<file path="src/rtl/countdown_secs_timer.sv">
// Seconds countdown timer feeding the SSD digit decoder; prescales clk to a 1 s tick.
// Latency: every output is registered and reflects the controls sampled on the same posedge.
// Backpressure: none; the control inputs are level-sampled every cycle and never stalled.
module countdown_secs_timer #(
    parameter int TICKS_PER_SEC = 100000000,
    parameter int MAX_SECS      = 59
) (
    input  logic       clk,
    input  logic       rst,
    input  logic       clear,
    input  logic       load,
    input  logic [5:0] load_val,
    input  logic       start,
    input  logic       pause,
    output logic [5:0] secs,
    output logic       running,
    output logic       done,
    output logic       expired,
    output logic       tick
);

    // A single-cycle "second" still needs at least one prescaler bit to stay legal.
    localparam int PW = (TICKS_PER_SEC > 1) ? $clog2(TICKS_PER_SEC) : 1;
    localparam logic [PW-1:0] PRESC_LAST = PW'(TICKS_PER_SEC - 1);
    localparam logic [5:0]    MAX_VAL    = 6'(MAX_SECS);

    typedef enum logic [1:0] {
        S_IDLE  = 2'd0,
        S_RUN   = 2'd1,
        S_PAUSE = 2'd2,
        S_DONE  = 2'd3
    } state_t;

    state_t        r_state;
    state_t        w_state_nxt;
    logic [PW-1:0] r_presc;
    logic [PW-1:0] w_presc_nxt;
    logic [5:0]    r_secs;
    logic [5:0]    w_secs_nxt;
    logic          r_running;
    logic          r_done;
    logic          r_expired;
    logic          r_tick;
    logic          w_tick_nxt;
    logic          w_expired_nxt;
    logic [5:0]    w_load_clamped;

    assign w_load_clamped = (load_val > MAX_VAL) ? MAX_VAL : load_val;

    // Next-state and next-output decode; clear beats every other control in any state.
    always_comb begin
        w_state_nxt   = r_state;
        w_presc_nxt   = r_presc;
        w_secs_nxt    = r_secs;
        w_tick_nxt    = 1'b0;
        w_expired_nxt = 1'b0;

        if (clear) begin
            w_state_nxt = S_IDLE;
            w_presc_nxt = '0;
            w_secs_nxt  = 6'd0;
        end else begin
            case (r_state)
                S_IDLE: begin
                    if (load) begin
                        w_secs_nxt  = w_load_clamped;
                        w_presc_nxt = '0;
                    end else if (start && (r_secs != 6'd0)) begin
                        w_state_nxt = S_RUN;
                        w_presc_nxt = '0;
                    end
                end
                S_PAUSE: begin
                    if (load) begin
                        w_state_nxt = S_IDLE;
                        w_secs_nxt  = w_load_clamped;
                        w_presc_nxt = '0;
                    end else if (start) begin
                        // Resume keeps the partially elapsed second.
                        w_state_nxt = S_RUN;
                    end
                end
                S_DONE: begin
                    if (load) begin
                        w_state_nxt = S_IDLE;
                        w_secs_nxt  = w_load_clamped;
                        w_presc_nxt = '0;
                    end
                end
                S_RUN: begin
                    // The prescaler advances on the pause cycle too, so a pause on the
                    // terminal count still produces its decrement and tick.
                    if (r_presc == PRESC_LAST) begin
                        w_presc_nxt = '0;
                        w_tick_nxt  = 1'b1;
                        if (r_secs <= 6'd1) begin
                            w_secs_nxt    = 6'd0;
                            w_state_nxt   = S_DONE;
                            w_expired_nxt = 1'b1;
                        end else begin
                            w_secs_nxt = r_secs - 6'd1;
                            if (pause) begin
                                w_state_nxt = S_PAUSE;
                            end
                        end
                    end else begin
                        w_presc_nxt = r_presc + 1'b1;
                        if (pause) begin
                            w_state_nxt = S_PAUSE;
                        end
                    end
                end
                default: begin
                    w_state_nxt = S_IDLE;
                end
            endcase
        end
    end

    // State, counters and status flags all register together so outputs stay aligned.
    always_ff @(posedge clk) begin
        if (rst) begin
            r_state   <= S_IDLE;
            r_presc   <= '0;
            r_secs    <= 6'd0;
            r_running <= 1'b0;
            r_done    <= 1'b0;
            r_expired <= 1'b0;
            r_tick    <= 1'b0;
        end else begin
            r_state   <= w_state_nxt;
            r_presc   <= w_presc_nxt;
            r_secs    <= w_secs_nxt;
            r_running <= (w_state_nxt == S_RUN);
            r_done    <= (w_state_nxt == S_DONE);
            r_expired <= w_expired_nxt;
            r_tick    <= w_tick_nxt;
        end
    end

    assign secs    = r_secs;
    assign running = r_running;
    assign done    = r_done;
    assign expired = r_expired;
    assign tick    = r_tick;

endmodule

</file>
<file path="config.mk">
export PLATFORM = sky130hd
export DESIGN_NAME = countdown_secs_timer
export DESIGN_NICKNAME = d
export VERILOG_FILES = /design/src/rtl/countdown_secs_timer.sv
export SDC_FILE = /design/constraint.sdc
export NUM_CORES = 1
export LEC_CHECK = 0
export ABC_AREA = 1
export BUFFER_PORTS_ARGS = -buffer_cell sky130_fd_sc_hd__buf_2
export CAP_MARGIN = 10
export CORE_MARGIN = 2
export CORE_UTILIZATION = 47
export DETAILED_ROUTE_END_ITERATION = 8
export PLACE_DENSITY_LB_ADDON = 0.2
export SYNTH_ARGS = -nofsm -noshare
export SYNTH_HDL_FRONTEND = slang
export SYNTH_SLANG_ARGS = --single-unit
</file>
<file path="constraint.sdc">
create_clock -name clk -period 5.26 [get_ports clk]
set_clock_uncertainty 0.1 [all_clocks]
set_input_delay 0 -clock clk [delete_from_list [all_inputs] [get_ports clk]]
set_output_delay 0 -clock clk [all_outputs]
set_load 0.03 [all_outputs]
</file>
; Word-level counts from Yosys, hierarchy flattened
; Cells that the tools add are included.
[totals]
word_cells = 55
ram_bits = 0
out_inout_bits = 10
memories = 0
latch_bits = 0
romBits = 0
in_bits = 12
register_bits = 39
[op_classes]
shifts = 0
n_div = 0
n_reduce_logical = 10
n_bitwise = 2
magnitude_cmp = 2
eq_ne = 10
mux = 22
mul = 0
addsub = 2
[op_table]
columns = operator, count
row1 = $mux 27, 4
row2 = $pmux 27 s3, 1
row3 = $add 27x1->27 const B, 1
row4 = $eq 27x27->1 const B, 1
row5 = $mux 6, 4
row6 = $mux 2, 9
row7 = $pmux 6 s2, 1
row8 = $pmux 2 s4, 1
row9 = $eq 2x2->1 const B, 3
row10 = $gt 6x6->1 const B, 1
row11 = $le 6x1->1 const B, 1
row12 = $reduce_bool 6->1, 1
row13 = $reduce_or 3->1, 2
row14 = $sub 6x1->6 const B, 1
row15 = $eq 2x1->1 const B, 2
row16 = $ne 2x1->1 const B, 2
row17 = $reduce_and 2->1, 2
row18 = $reduce_or 2->1, 2
row19 = $reduce_or 4->1, 1
row20 = $ne 3x3->1 const B, 1
row21 = $logic_not 2->1, 1
row22 = $mux 1, 2
row23 = $ne 2x2->1 const B, 1
row24 = $not 1->1, 2
row25 = $logic_and 1x1->1, 1

; Logic depth before layout (Yosys ltp)
; Gate-level depths: netlist of run 1.
[logic_depth]
word_depth = 7
ltp_mapped = 13
mapped_depth_nobuf = 13

; Worst setup path before layout of run 1
; Ideal clock, no wire load.
[synth_timing]
kind = register to register
startpoint = reg r_secs[0] (netlist: secs[0])
endpoint = reg r_presc[5]
stages_incl_launch_ff = 10
setup_ns = 0.113
arrival_time_ns = 1.703
path_slack_ns = 3.344
required_ns = 5.047
cell_sequence = dfxtp_1 > inv_1 > ha_1 > nand2_2 > nand2_2 > a21oi_4 > buf_6 > nand3_1 > nor2_1 > nor2_1
[synth_between]
elab_chain_cells = 4
[synth_rtl]
columns = element, line_no
row1 = "start, declared", 38  ; logic [5:0] r_secs;
row2 = "start signal, assigned", 133  ; r_secs <= w_secs_nxt;
row3 = $reduce_bool 6->1, 68  ; end else if (start && (r_secs != 6'd0)) begin
row4 = $logic_and 1x1->1, 68
row5 = $ne 3x3->1 (no line), -
row6 = $reduce_and 2->1 (no line), -
row7 = "end signal, assigned", 132  ; r_presc <= w_presc_nxt;
row8 = "end, declared", 36  ; logic [PW-1:0] r_presc;
; Every way passes these cells.
; A chain may end at the register's enable or synchronous reset.

; Worst setup path after layout of run 1
[layout_timing]
startpoint = reg r_secs[0] (netlist: secs[0])
endpoint = reg r_state[1]
[layout_between]
elab_chain_cells = 6
elab_cells_between_ends = 9
classes_between = order compare: 1 / mux: 6 / reduce/logical: 2
[layout_rtl]
columns = element, line_no
row1 = "parallel branches: the longest is 4 deep, another holds $le 6x1->1", -
row2 = $pmux 2 s4 *, 63  ; case (r_state)
row3 = $mux 2 *, 58  ; if (clear) begin
row4 = "end signal, assigned", 131  ; r_state <= w_state_nxt;
row5 = "end, declared", 34  ; state_t r_state;
; Mark *: on every way between the ends.

==> run metrics, run 1 <==
result of the run completed; number of warnings reported in the yosys synthesis log 0; number of fill cells in the layout 558; Total Wirelength 6004 um; clock root buffer sky130_fd_sc_hd__clkbuf_8; post-route total power 576.2 uW; remaining antenna violation count after routing 0; Num CTS Buffers 5; initial core utilization 48.78%; GRT Util Overall 21.93%; vias in the first global route 2248; predominant post-synthesis flop cell sky130_fd_sc_hd__dfxtp_1; Static Leak 0.001114 uW; top-level port count 22; DR iter-0 viols 209; Synth Net Count 416; net switching share of the total power around 27%; post-layout net count between 400 and 500; sequential group share of total power 52.1%; power per standard cell area approximately 210 nW/um^2; reg-to-reg critical path endpoint r_state[1]$_SDFF_PP0_; worst-skew pair later-pin latency 0.30 ns; detailed-route wire length per cell roughly 12 um; post-synthesis to final-layout area growth 11.75%; maxcap violations 0; fmax 448.7 MHz; count of mapped cells out of synthesis 401; number of I/O port buffers 21; count of inserted antenna diode cells 0; async set-reset flop share out of synthesis 0%; Synth Area per Inst 6.212 um^2; kind of critical path flop to flop; max-slew violation count 0; router iterations before antenna repair 4; die height approximately 77 um; FF+latch count, synth 39; endpoint class of the critical path flop; share of the yosys chip area belonging to registers 31.34%; summed negative setup slack over all endpoints 0 ns; biggest area consumer among synthesized cells sky130_fd_sc_hd__dfxtp_1; TritonCTS clock tree yes; antenna violations before repair 0; register-to-register path setup slack just over 3 ns; setup violation total in the final timing report 0; CP max stage delay ~0.54 ns; fraction of power consumed by the clock network between 30 and 40%; Least-Margin Pin Slew around 0.56 ns; RSZ-0062 raised after global routing false; worst-case reg-to-reg path depth 11; worst setup path startpoint secs[0]$_SDFFE_PP0P_; number of enable flip-flop cells after synthesis 0; Post-route DRC 0; number of buffers inserted by post-CTS setup repair 0; largest vdd supply drop between 0.0001 and 0.00015 V; Worst Path Buf+Inv 2; data required time of the worst path around 5.4 ns; GRT Residual Overflow 0; clock transition time at the flip-flop clock pins of the worst setup and hold paths 0.08 ns; Hold/Removal Path Class primary input to flop; maximum level of the CTS H-tree 2; most frequent cell on the critical path sky130_fd_sc_hd__nand2_1; ratio of final minimum period to clock period 42.37%; capturing instance or port of the critical path r_state[1]$_SDFF_PP0_; Comb pwr share 11.5%; core footprint roughly 5000 um^2; proportion of layout cells with a drive suffix above 1 approximately 15%; leading post-synthesis cells by cell area sky130_fd_sc_hd__dfxtp_1, sky130_fd_sc_hd__nand2_1, sky130_fd_sc_hd__nor2_1; logic depth of the worst path, buffers included 11; largest net degree at the start of global routing 19; worst max-slew margin expressed relative to the limit 62.87%; net switching power 154.5 uW; final hold violation count 0; Synth Cell Area 2491 um^2; count of different cell masters after synthesis 26; Cell Int Power 421.7 uW; post-detailed-route via-to-cell ratio between 5 and 6; startpoint of the worst-slack reg-to-reg timing path secs[0]$_SDFFE_PP0P_; gp weighted congestion 0.8890; Data arrival, critical path approximately 2.4 ns; first-pass GRT wire length 10430 um; share of the synthesized area in the top cell type 31.34%; Die Width 76.81 um; worst-path cell with the longest stage delay sky130_fd_sc_hd__dlygate4sd3_1; Clock Sinks 39; crit start category flop; shortest clock period the worst path allows after layout around 2.2 ns; number of instances resized during post-cts repair 0; HPWL after detailed placement 4600 um; top cell family by delay on the critical path simple AND/OR/NAND/NOR gates; cell-by-cell trace of the critical path inv_1, ha_1, nor2_1, nor3_1, nand3_1, nand2_1, nand2_1, nand2_1, nand2_1, nor2_1, dlygate4sd3_1; clock buffer depth 2; die footprint roughly 5900 um^2; Worst Path Max Fanout 5; Placement Rows 26; routed via count 2532
==> power by group through the flow <==
stage	Combinational, uW	Clock, uW	Sequential, uW
3_5_place_dp	63.3	0	307
6_report	66.1	210	300
3_3_place_gp	62.9	0	307
5_1_grt	74.4	226	301
4_1_cts	65.8	212	300
2_1_floorplan	44.6	0	311
==> synth_stat cells (5+ instances only) <==
cell type and n:
sky130_fd_sc_hd__a21oi_1 16, sky130_fd_sc_hd__xor2_1 7, sky130_fd_sc_hd__nand4_1 14, sky130_fd_sc_hd__nor2_2 12
sky130_fd_sc_hd__nand2_1 106, sky130_fd_sc_hd__nor3_1 10, sky130_fd_sc_hd__nand3_1 28, sky130_fd_sc_hd__nor2_1 69
sky130_fd_sc_hd__inv_1 50, sky130_fd_sc_hd__nand2_2 7, sky130_fd_sc_hd__dfxtp_1 39, sky130_fd_sc_hd__inv_2 5
sky130_fd_sc_hd__o21ai_0 16
==> layer usage <==
layer | global-route usage [%] | part of all wire, % | wire length [um] | vias to the layer above
met5 | 0 | 0 | 0 | -
met4 | 6.364 | 1.8 | 111 | 0
met3 | 3.882 | 7.1 | 426 | 11
met2 | 32.81 | 42 | 2538 | 85
met1 | 32.09 | 49 | 2928 | 1111
li1 | - | - | - | 1325
==> state kept, by name, indices dropped and copies added (netlist names) <==
register  flops
done          1
tick          1
secs          6
r_presc      27
running       1
expired       1
r_state       2
==> timing repair <==
action                     in CTS  in global routing
hold buffers                    5                  0
hold endpoints to repair        6                  0
setup endpoints to repair       0                  0
==> cell usage in the layout, fill, tap and decap left out, types with 3 or more instances in the layout <==
cell | synthesis | final
sky130_fd_sc_hd__buf_2 | 0 | 21
sky130_fd_sc_hd__inv_1 | 50 | 50
sky130_fd_sc_hd__nand2_1 | 106 | 106
sky130_fd_sc_hd__dfxtp_1 | 39 | 39
sky130_fd_sc_hd__nand4_1 | 14 | 14
sky130_fd_sc_hd__nand3_1 | 28 | 28
sky130_fd_sc_hd__nor2_1 | 69 | 69
sky130_fd_sc_hd__inv_2 | 5 | 5
sky130_fd_sc_hd__a21oi_1 | 16 | 16
sky130_fd_sc_hd__o21ai_0 | 16 | 16
sky130_fd_sc_hd__ha_1 | 3 | 3
sky130_fd_sc_hd__dlygate4sd3_1 | 0 | 5
sky130_fd_sc_hd__clkbuf_8 | 0 | 6
sky130_fd_sc_hd__nor3_1 | 10 | 10
sky130_fd_sc_hd__xnor2_1 | 3 | 3
sky130_fd_sc_hd__nand2_2 | 7 | 7
sky130_fd_sc_hd__xor2_1 | 7 | 7
sky130_fd_sc_hd__nand2_4 | 3 | 3
sky130_fd_sc_hd__nor2_2 | 12 | 12
==> worst min-delay path: stages <==
cell and delay [ns]:
sky130_fd_sc_hd__buf_2 0.09, sky130_fd_sc_hd__nand2_1 0.05, sky130_fd_sc_hd__nand2_1 0.05, sky130_fd_sc_hd__nand2_1 0.04, sky130_fd_sc_hd__nand2_1 0.09, sky130_fd_sc_hd__inv_1 0.04
==> layout make-up <==
class                           instances  area [um^2]  share of cell area [%]
Multi-Input combinational cell        303         1466                   52.67
Clock buffer                            6        82.58                   2.966
Tap cell                               70        87.58                   3.146
Sequential cell                        39        780.7                   28.04
Clock inverter                          1        5.005                  0.1798
Inverter                               55        206.4                   7.416
Timing Repair Buffer                   26        155.1                   5.573
==> worst min path at each step <==
stage                      from               endpoint  slack [ns]  depth (start not counted)
after CTS                 pause  r_state[0]$_SDFF_PP0_       0.008                          6
after global placement      rst  r_state[1]$_SDFF_PP0_        0.09                          2
final                     pause  r_state[0]$_SDFF_PP0_       0.003                          6
after global routing      pause     running$_SDFF_PP0_        0.06                          6
after detailed placement    rst  r_state[1]$_SDFF_PP0_         0.1                          2
after floorplan             rst  r_state[1]$_SDFF_PP0_       -0.03                          1
==> per-stage QoR <==
stage / area [um^2] / worst slack (ns) / util (%) / instances / hold slack (ns)
after CTS: 2784 / 3.023 / 54.51 / 500 / 0.008046
after detailed placement: 2646 / 3.244 / 51.81 / 488 / 0.09755
after global routing: 2784 / 2.815 / 54.51 / 500 / 0.05648
after floorplan: 2491 / 3.344 / - / 401 / -0.02762
final: 2784 / 3.031 / 54.51 / 500 / 0.002848
after global placement: 2646 / 3.319 / 51.81 / 488 / 0.09374
==> logic make-up (layout without fill, tap and decap cells) <==
group / Yosys count / after routing / synth area share, %
AND/OR/NAND/NOR: 255 / 255 / 46.16
buffers and inverters: 59 / 88 / 9.794
flip-flops: 39 / 39 / 31.34
AO/OA/AOI/OAI: 35 / 35 / 7.685
XOR/XNOR: 10 / 10 / 3.516
adder cells (fa/ha/maj): 3 / 3 / 1.507
(Power assumes the default switching activity.)
==> inputs of run 2 (changes only) <==
==> constraint.sdc (replaced) <==
create_clock -name clk -period 2.2 [get_ports clk]
set_clock_uncertainty 0.1 [all_clocks]
set_input_delay 0 -clock clk [delete_from_list [all_inputs] [get_ports clk]]
set_output_delay 0 -clock clk [all_outputs]
set_load 0.03 [all_outputs]
==> run metrics, run 2 (same netlist as run 1, synthesis figures left out) <==
Post-route DRC 0 (unchanged); HPWL after detailed placement 4605 um (+0.11%); met3 track demand over resource in global routing 4.000% (+0.12 points); logic depth of the worst path, buffers included 9 (-2); remaining antenna violation count after routing 0 (unchanged); DR iter-0 viols 172 (-18%); net switching share of the total power 27.17% (+0.35 points); post-detailed-route via-to-cell ratio 5.004 (-1.2%); Clock Sinks 39 (unchanged); startpoint of the worst-slack reg-to-reg timing path secs[0]$_SDFFE_PP0P_; capturing instance or port of the critical path r_presc[17]$_SDFFE_PP0P_; kind of critical path flop to flop; post-layout net count 448 (+0.67%); cell-by-cell trace of the critical path inv_1, ha_1, nand2_2, nand2_2, nand2_1, nand2_2, nor2_1, xor2_1, nor2_1; ratio of final minimum period to clock period 89.67% (+47 points); proportion of layout cells with a drive suffix above 1 15.44% (+0.79 points); largest vdd supply drop 0.0003559 V (+170%); gp weighted congestion 0.8873 (-0.19%); register with the highest flop count r_presc; Worst Path Buf+Inv 1 (-1); initial core utilization 48.78% (unchanged); shortest clock period the worst path allows after layout 1.973 ns (-0.2559 ns); Die Width 76.81 um (unchanged); most frequent standard cell in the layout excluding fill and tap cells sky130_fd_sc_hd__nand2_1; number of instances resized during post-cts repair 0 (unchanged); post-synthesis to final-layout area growth 12.20%; maximum level of the CTS H-tree 2 (unchanged); core footprint 5107 um^2 (unchanged); GR Layer Usage met2 31.40% (-1.4 points); top cell family by delay on the critical path simple AND/OR/NAND/NOR gates; Min Hold Slack 0.004263 ns (+0.001414 ns); Comb pwr share 12.1% (+0.6 points); endpoint class of the critical path flop; Placement Rows 26 (unchanged); TritonCTS clock tree yes; worst-path cell with the longest stage delay sky130_fd_sc_hd__dfxtp_1; die height 76.81 um (unchanged); GRT Util Overall 21.31% (-0.62 points); power per standard cell area 485.7 nW/um^2 (+130%); vias in the first global route 2170 (-3.5%); clock buffer depth 2 (unchanged); worst-skew pair later-pin latency 0.30 ns (about the same); maxcap violations 0 (unchanged); reg-to-reg critical path endpoint r_presc[17]$_SDFFE_PP0P_; first-pass GRT wire length 10180 um (-2.4%); Cell Int Power 988.9 uW (+130%); crit start category flop; Hold/Removal Path Class primary input to flop; router iterations before antenna repair 5 (+1); most frequent cell on the critical path sky130_fd_sc_hd__nand2_2; sequential group share of total power 52.9% (+0.8 points); Worst Path Max Fanout 18 (+13); commonest cells after routing, fill and taps aside sky130_fd_sc_hd__nand2_1, sky130_fd_sc_hd__nor2_1, sky130_fd_sc_hd__inv_1, sky130_fd_sc_hd__dfxtp_1, sky130_fd_sc_hd__nand3_1; Num CTS Buffers 5 (unchanged); CP max stage delay 0.40 ns (-0.14 ns); count of inserted antenna diode cells 0 (unchanged); Sequential Area 780.7 um^2 (unchanged); fraction of power consumed by the clock network 35.0% (-1.4 points); detailed-route wire length per cell 11.97 um (-0.35%); number of I/O port buffers 21 (unchanged); clock root buffer sky130_fd_sc_hd__clkbuf_8; die footprint 5899 um^2 (unchanged); worst setup path startpoint secs[0]$_SDFFE_PP0P_; setup violation total in the final timing report 0 (unchanged); number of flip-flops in the largest register 27 (unchanged); register-to-register path setup slack 0.23 ns (-2.80 ns); GRT Residual Overflow 0 (unchanged); Static Leak 0.001123 uW (+0.83%); data required time of the worst path 2.28 ns (-3.12 ns); top-level port count 22 (unchanged); largest net degree at the start of global routing 19 (unchanged); number of fill cells in the layout 508 (-9.0%); max-slew violation count 0 (unchanged); fmax 506.9 MHz (+13%); worst max-slew margin expressed relative to the limit 70.83% (+8.0 points); final hold violation count 0 (unchanged); Data arrival, critical path 2.05 ns (-0.32 ns); RSZ-0062 raised after global routing false; antenna violations before repair 0 (unchanged); result of the run completed; clock transition time at the flip-flop clock pins of the worst setup and hold paths 0.08 ns (about the same); Least-Margin Pin Slew 0.4365 ns (-0.1192 ns); net switching power 368.9 uW (+140%); summed negative setup slack over all endpoints 0 ns (unchanged); busiest metal layer after global routing met1; area of combinational cells with multiple inputs 1466 um^2 (unchanged); GR met1 Demand/Resource 31.75% (-0.34 points); routed via count 2522 (-0.39%); Total Wirelength 6031 um (+0.45%); worst-case reg-to-reg path depth 9 (-2)
==> run 2: worst min-delay path by stage <==
stage / from / end / slack [ns] / depth (start not counted)
after floorplan: rst / r_state[1]$_SDFF_PP0_ / -0.03 / 1
after global placement: rst / r_state[1]$_SDFF_PP0_ / 0.09 / 2
after CTS: pause / r_state[0]$_SDFF_PP0_ / 0.007 / 6
final: pause / r_state[0]$_SDFF_PP0_ / 0.004 / 6
after detailed placement: rst / r_state[1]$_SDFF_PP0_ / 0.09 / 2
after global routing: load_val[4] / secs[4]$_SDFFE_PP0P_ / 0.04 / 5
==> run 2: power by group through the flow <==
| stage | Combinational [uW] | Clock [uW] | Sequential, uW |
|---|---|---|---|
| after floorplan | 107 | 0 | 744 |
| after global placement | 158 | 0 | 734 |
| after detailed placement | 159 | 0 | 735 |
| after CTS | 163 | 489 | 718 |
| after global routing | 183 | 518 | 719 |
| final | 165 | 475 | 718 |
==> run 2: worst min-delay path: stages <==
cell	delay (ns)
sky130_fd_sc_hd__buf_2	0.08
sky130_fd_sc_hd__nand2_1	0.04
sky130_fd_sc_hd__nand2_1	0.05
sky130_fd_sc_hd__nand2_1	0.04
sky130_fd_sc_hd__nand2_1	0.10
sky130_fd_sc_hd__inv_1	0.05
==> run 2: layout make-up <==
class | instances | share of cell area (%)
Clock buffer | 7 | 2.731
Clock inverter | 1 | 0.1791
Timing Repair Buffer | 29 | 6.177
Sequential cell | 39 | 27.93
Multi-Input combinational cell | 303 | 52.46
Inverter | 55 | 7.386
Tap cell | 70 | 3.133
==> run 2: metal layers <==
layer / vias to the layer above / wire length [um]
li1: 1329 / -
met1: 1091 / 2952
met2: 94 / 2567
met3: 8 / 449
met4: 0 / 61
met5: - / 0
==> run 2: through the flow <==
step / instances / setup slack, ns / power (uW) / area (um^2) / utilization, %
CTS: 504 / 0.2446 / 1370 / 2795 / 54.73
global placement: 493 / 0.3179 / 892.2 / 2684 / 52.55
finish: 504 / 0.2273 / 1358 / 2795 / 54.73
floorplan: 401 / 0.2838 / 850.2 / 2491 / -
detailed placement: 493 / 0.2564 / 893.6 / 2684 / 52.55
global route: 504 / 0.03427 / 1421 / 2795 / 54.73
==> run 2: timing repair <==
action                    4_1_cts  5_1_grt
setup buffers                   0        0
hold endpoints to repair        5        0
hold buffers                    3        0
